`src/rtl/uart_tx.sv`:
```
// 16x-oversampled UART transmitter: start bit, NB_DATA bits LSB-first, optional even parity, stop.
// Define UART_TX_PARITY_EN to insert the parity bit between the data bits and the stop bit.
module uart_tx #(
  parameter int NB_DATA = 8,
  parameter int NB_STOP = 16
) (
  input  logic               clk,
  input  logic               i_rst_n,
  input  logic               i_tick,
  input  logic               i_start,
  input  logic [NB_DATA-1:0] i_data,
  output logic               o_tx,
  output logic               o_txdone,
  output logic               o_busy
);

  localparam int TW = $clog2((NB_STOP > 16) ? NB_STOP : 16);
  localparam int BW = (NB_DATA > 1) ? $clog2(NB_DATA) : 1;
  localparam logic [TW-1:0] TICK_ONE  = TW'(1);
  localparam logic [TW-1:0] TICK_LAST = TW'(15);
  localparam logic [TW-1:0] STOP_LAST = TW'(NB_STOP - 1);
  localparam logic [BW-1:0] BIT_ONE   = BW'(1);
  localparam logic [BW-1:0] BIT_LAST  = BW'(NB_DATA - 1);

`ifdef UART_TX_PARITY_EN
  typedef enum logic [4:0] {
    S_IDLE   = 5'b00001,
    S_START  = 5'b00010,
    S_DATA   = 5'b00100,
    S_PARITY = 5'b01000,
    S_STOP   = 5'b10000
  } state_t;
  logic par_q;
`else
  typedef enum logic [3:0] {
    S_IDLE  = 4'b0001,
    S_START = 4'b0010,
    S_DATA  = 4'b0100,
    S_STOP  = 4'b1000
  } state_t;
`endif

  state_t             state_q;
  logic [TW-1:0]      tick_q;
  logic [BW-1:0]      bit_q;
  logic [NB_DATA-1:0] shreg_q;
  logic [NB_DATA-1:0] shreg_d;
  logic               tx_q;
  logic               done_q;
  logic               busy_q;

  assign shreg_d = shreg_q >> 1;

  always_ff @(posedge clk or negedge i_rst_n) begin
    if (!i_rst_n) begin
      state_q <= S_IDLE;
      tick_q  <= '0;
      bit_q   <= '0;
      shreg_q <= '0;
      tx_q    <= 1'b1;
      done_q  <= 1'b0;
      busy_q  <= 1'b0;
`ifdef UART_TX_PARITY_EN
      par_q   <= 1'b0;
`endif
    end else begin
      done_q <= 1'b0;
      case (state_q)
        S_IDLE: begin
          tx_q   <= 1'b1;
          busy_q <= 1'b0;
          if (i_start) begin
            shreg_q <= i_data;
            tick_q  <= '0;
            bit_q   <= '0;
            tx_q    <= 1'b0;
            busy_q  <= 1'b1;
            state_q <= S_START;
`ifdef UART_TX_PARITY_EN
            par_q   <= ^i_data;
`endif
          end
        end
        S_START: begin
          if (i_tick) begin
            if (tick_q == TICK_LAST) begin
              tick_q  <= '0;
              tx_q    <= shreg_q[0];
              state_q <= S_DATA;
            end else begin
              tick_q <= tick_q + TICK_ONE;
            end
          end
        end
        S_DATA: begin
          if (i_tick) begin
            if (tick_q == TICK_LAST) begin
              tick_q  <= '0;
              shreg_q <= shreg_d;
              if (bit_q == BIT_LAST) begin
`ifdef UART_TX_PARITY_EN
                tx_q    <= par_q;
                state_q <= S_PARITY;
`else
                tx_q    <= 1'b1;
                state_q <= S_STOP;
`endif
              end else begin
                bit_q <= bit_q + BIT_ONE;
                tx_q  <= shreg_d[0];
              end
            end else begin
              tick_q <= tick_q + TICK_ONE;
            end
          end
        end
`ifdef UART_TX_PARITY_EN
        S_PARITY: begin
          if (i_tick) begin
            if (tick_q == TICK_LAST) begin
              tick_q  <= '0;
              tx_q    <= 1'b1;
              state_q <= S_STOP;
            end else begin
              tick_q <= tick_q + TICK_ONE;
            end
          end
        end
`endif
        S_STOP: begin
          if (i_tick) begin
            if (tick_q == STOP_LAST) begin
              tick_q  <= '0;
              tx_q    <= 1'b1;
              done_q  <= 1'b1;
              busy_q  <= 1'b0;
              state_q <= S_IDLE;
            end else begin
              tick_q <= tick_q + TICK_ONE;
            end
          end
        end
        // Any non-one-hot encoding falls back to a quiet idle line.
        default: begin
          state_q <= S_IDLE;
          tick_q  <= '0;
          bit_q   <= '0;
          tx_q    <= 1'b1;
          busy_q  <= 1'b0;
        end
      endcase
    end
  end

  assign o_tx     = tx_q;
  assign o_txdone = done_q;
  assign o_busy   = busy_q;

endmodule

```
`config.mk`:
```
export PLATFORM = sky130hd
export DESIGN_NAME = uart_tx
export DESIGN_NICKNAME = d
export VERILOG_FILES = /design/src/rtl/uart_tx.sv
export SDC_FILE = /design/constraint.sdc
export NUM_CORES = 1
export LEC_CHECK = 0
export CAP_MARGIN = 40
export CORE_MARGIN = 4
export CORE_UTILIZATION = 55
export CTS_CLUSTER_SIZE = 8
export DETAILED_ROUTE_END_ITERATION = 8
export PLACE_DENSITY = 0.76
export SLEW_MARGIN = 20
export SYNTH_ARGS = -nofsm -noshare
export SYNTH_HDL_FRONTEND = slang
export SYNTH_SLANG_ARGS = --single-unit
```
`constraint.sdc`:
```
create_clock -name clk -period 2.5 [get_ports clk]
set_input_delay 0.25 -clock clk [delete_from_list [all_inputs] [get_ports clk]]
set_output_delay 0.25 -clock clk [all_outputs]
set_load 0.005 [all_outputs]
```
=== Word-level counts from Yosys, hierarchy flattened ===
Index checks and enable logic that the tools add are counted.

* Bits in latches: 0
* Flip-flop bits (word level): 22
* Memories kept: 0
* Output and inout port bits: 3
* Bits in writable memories: 0
* Bits in read-only memories: 0
* Input port bits: 12
* Word-level logic and storage cells: 75

* Reduce and logical (&&, ||, !) cells: 10
* Eq/ne operators: 16
* Divide/modulo/power cells: 0
* Add/subtract/negate cells: 2
* Magnitude comparators: 0
* Bitwise logic cells: 2
* Multipliers: 0
* Mux-type cells: 38
* Shift-type cells: 0

{| class="wikitable"
|+ Operator list
! operator !! number
|-
| $mux W4 || 11
|-
| $mux W8 || 3
|-
| $ne A2 B2 Y1 const B || 9
|-
| $pmux W4 S4 || 1
|-
| $pmux W8 S2 || 1
|-
| $mux W1 || 14
|-
| $mux W3 || 4
|-
| $pmux W3 S3 || 1
|-
| $eq A4 B4 Y1 const B || 2
|-
| $pmux W4 S2 || 1
|-
| $reduce_and A8 Y1 || 1
|-
| $reduce_and A6 Y1 || 1
|-
| $reduce_and A5 Y1 || 1
|-
| $add A4 B1 Y4 const B || 1
|-
| $eq A4 B1 Y1 const B || 1
|-
| $eq A4 B2 Y1 const B || 1
|-
| $eq A4 B3 Y1 const B || 1
|-
| $pmux W1 S4 || 1
|-
| $reduce_and A4 Y1 || 1
|-
| $reduce_or A2 Y1 || 2
|-
| $add A3 B1 Y3 const B || 1
|-
| $eq A3 B3 Y1 const B || 1
|-
| $pmux W1 S3 || 1
|-
| $reduce_and A3 Y1 || 1
|-
| other kinds (5) || 6
|}

=== Longest topological paths before layout ===
* Depth after elaboration: 5
* Depth in mapped cells: 7
* Gate-level depth less buffers: 6

=== Least setup slack after synthesis ===
OpenSTA, ideal clock, no wires.

* Path type: register to register
* From: register state_q[0]
* To: register state_q[3]
* Data arrival time: 1.750 ns
* Setup time: 0.128 ns
* Buffers on the path: 0
* Stages on the path, launching flop included: 6
* Slack: 0.623 ns
* Clock period less this slack: 1.877 ns
* Required time: 2.372 ns
* Cells stage by stage: dfstp_2 > or4b_4 > o22ai_2 > nor2_2 > nand2_2 > mux2_1

* Word-level cells in the longest chain between the ends: 3
* Elaborated cells between the ends (all ways): 14
* Those cells by class: eq/ne (12); mux (1); reduce/logical (1)

{| class="wikitable"
|+ RTL lines
! element !! RTL line !! RTL
|-
| start, declared || 43 || <nowiki>state_t state_q;</nowiki>
|-
| start signal, assigned || 56 || <nowiki>state_q <= S_IDLE;</nowiki>
|-
| start signal, assigned || 78 || <nowiki>state_q <= S_START;</nowiki>
|-
| start signal, assigned || 89 || <nowiki>state_q <= S_DATA;</nowiki>
|-
| $eq A4 B3 Y1, or another cell as far along || 68 || <nowiki>case (state_q)</nowiki>
|-
| $ne A2 B2 Y1 (no line) || -- ||
|-
| $reduce_and A8 Y1 (no line) || -- ||
|}

Parallel ways exist; a longest one is shown, timed or not.
A chain may end at the register's enable or synchronous reset.

=== Final worst setup path ===
* From: register state_q[2]
* To: register state_q[3]

The elaborated chain is that of the path after synthesis.

==> metrics.csv <==
metric;value;unit
reg2reg_to;state_q[3];
rows;17;
cp-start-kind;flop;
synth-seq-cells;22;
skew;0.00315;ns
nets;163;
cpLargestDelayFamily;simple AND/OR/NAND/NOR gates;
grt_pass1_wl;4710;µm
ff2ff_setup_slack;0.33;ns
crit_slowest_cell;or4b_4;
postRouteAntennaNets;0;
antenna_found_initial;0;
p_per_area;1070;mW/mm²
slew_headroom;0.556;
cts_sinks;22;
setup.worst_path.class;flop to flop;
syn_to_final_growth;13.7;%
clockBufferDepth;2;
syn_area_per_cell;10.0;µm²
drt-total-wl;2690;µm
dp_hpwl;2060;µm
portBuffers;14;
crit_arrival;2.37;ns
drt_iter0_markers;20;
synth_ff_type;dfrtp_1;
synth-seq-area-share;0.411;
cp_max_fo;16;
ir_drop;745;µV
fp.dieH;57.5;µm
htreeDepth;1;
rsz0062_at_grt;false;
min_path_type;primary input to async pin;
postSynthCellCount;134;
drive_gt1_frac;0.136;
yosysWarnings;0;
syn_area;0.00135;mm²
worstSkewPairLatency;0.30;ns
slew_violations;0;
synth_fp_nets;149;
die_width;57.5;µm
max_freq;0.460;GHz
slowest_delay;0.66;ns
cp.required;2.70;ns
grt_pass1_vias;988;
worstRegToRegCells;5;
postCtsSetupRepairBufs;0;
start_util;0.591;
critPathCaptureType;flop;
finalPower;1.64;mW
grt_max_degree;23;
dieArea;0.00330;mm²
status;finished clean;
worst_slew_pin_slew;0.659;ns
leakage;0.701;nW
wl_per_cell;15.4;µm
cp.buffers_inverters;0;
finalSetupTns;0;ns
min_period;2.17;ns
grt_util_all_layers;0.181;
num_io_pins;15;
hold_viol;0;
clk_pin_slew_worst_paths;0.12;ns
antenna-diode-count;0;
num_vias;1019;
coreArea;0.00228;mm²
hold_buffers;0;
maxCapViolCount;0;
fin_crit_sh;0.870;
cts_buffers;3;
r2r-start;state_q[2];
grt-ovfl-total;0;
dr.pass1.iters;4;
synth_async_sr_flop_share;1.00;
synth_edf_count;0;
drc;0;
root_buffer;clkbuf_4;
setup_viol;0;
gp_congestion;0.876;
ys_types;44;
routed_via_density;5.82;
cts_tree;built;
crit_chain;or4b_4, o21ai_2, nand2_4, nand2_2, mux2_1;
cts_resized;0;
[sequential cells by signal, indices dropped and copies added, names as in the netlist]
| signal | count |
|---|---|
| shreg_q | 8 |
| state_q | 4 |
| tick_q | 4 |
| bit_q | 3 |
| o_busy | 1 |
| o_tx | 1 |
| o_txdone | 1 |
[metal layers]
metal	routed length, µm	share of wire	global-route usage	vias to the layer above
met5	0	0	0	-
met4	12	0.0045	0.0497	0
met3	41	0.015	0.0204	2
met2	1300	0.48	0.285	8
met1	1340	0.50	0.261	495
li1	-	-	-	514
[through the flow]
| stage | worst slack, ns | hold WS, ns | utilization | std cells | instance area, µm² |
|---|---|---|---|---|---|
| 2_1_floorplan | 0.623 | -0.0456 | - | 134 | 1350 |
| 3_3_place_gp | 0.409 | 0.471 | 0.656 | 171 | 1490 |
| 3_5_place_dp | 0.339 | 0.477 | 0.656 | 171 | 1490 |
| 4_1_cts | 0.330 | 0.276 | 0.672 | 175 | 1530 |
| 5_1_grt | 0.229 | 0.296 | 0.672 | 175 | 1530 |
| 6_report | 0.325 | 0.274 | 0.672 | 175 | 1530 |
[worst reg2reg max path, delay by kind of cell, from the launching register on]
kind	cells	cell delay [ns]
mux	1	0.34
flops	1	0.65
compound gates	1	0.21
simple gates	3	0.88
[kinds of logic (layout without fill, tap and decap cells)]
kind of cell	count (synthesis)	in the layout	share of synthesized area
AND/OR/NAND/NOR	49	49	0.205
AO/OA/AOI/OAI	33	33	0.207
flip-flops	22	22	0.411
buffers and inverters	14	27	0.0512
multiplexers	12	12	0.0912
adder cells (fa/ha/maj)	3	3	0.0279
XOR/XNOR	1	1	0.00651
[area by class of cell]
class,instances,area [µm²]
Clock buffer,4,36.3
Fill cell,172,747
Inverter,7,26.3
Multi-Input combinational cell,98,723
Sequential cell,22,553
Tap cell,28,35.0
Timing Repair Buffer,16,155
[where the power goes]
part / internal, mW / switching (mW) / total (mW)
clock network: 0.0888 / 0.108 / 0.197
registers: 0.486 / 0.166 / 0.652
logic: 0.395 / 0.399 / 0.793
[placed cells by master (no fill, tap or decap), types with 2 or more instances in the layout]
cell type,instances
or4b_4,3
inv_1,7
o22ai_1,2
clkbuf_4,3
clkdlybuf4s50_1,14
nor2b_1,2
a22o_1,2
mux2i_1,10
buf_4,2
nand2b_1,3
a21oi_1,4
nand2_1,18
a31o_1,2
nor3b_1,2
nor2_1,6
nor4_1,3
ha_1,3
mux2_1,2
dfrtp_1,20
o21ai_1,9
nor3_1,4
dfstp_2,2
o21a_1,2
[worst max-delay path by stage]
stage,cells past startpoint,slack [ns],startpoint,endpoint
3_3_place_gp,5,0.41,state_q[3],state_q[3]
6_report,5,0.33,state_q[2],state_q[3]
3_5_place_dp,5,0.34,state_q[2],state_q[3]
2_1_floorplan,5,0.62,state_q[0],state_q[3]
5_1_grt,5,0.23,state_q[2],state_q[3]
4_1_cts,5,0.33,state_q[2],state_q[3]
[synthesized netlist by cell type (all sizes together) (3+ instances only)]
library cell,n,area (µm²)
dfrtp,20,500
clkbuf,4,15.0
nor3,4,20.0
or4b,3,41.3
nand2,20,85.1
o21ai,11,58.8
nor2,7,28.8
mux2i,10,100
nand2b,3,18.8
nor4,3,18.8
inv,7,26.3
buf,3,27.5
o22ai,3,25.0
a21oi,4,20.0
ha,3,37.5
(Power assumes the default switching activity.)
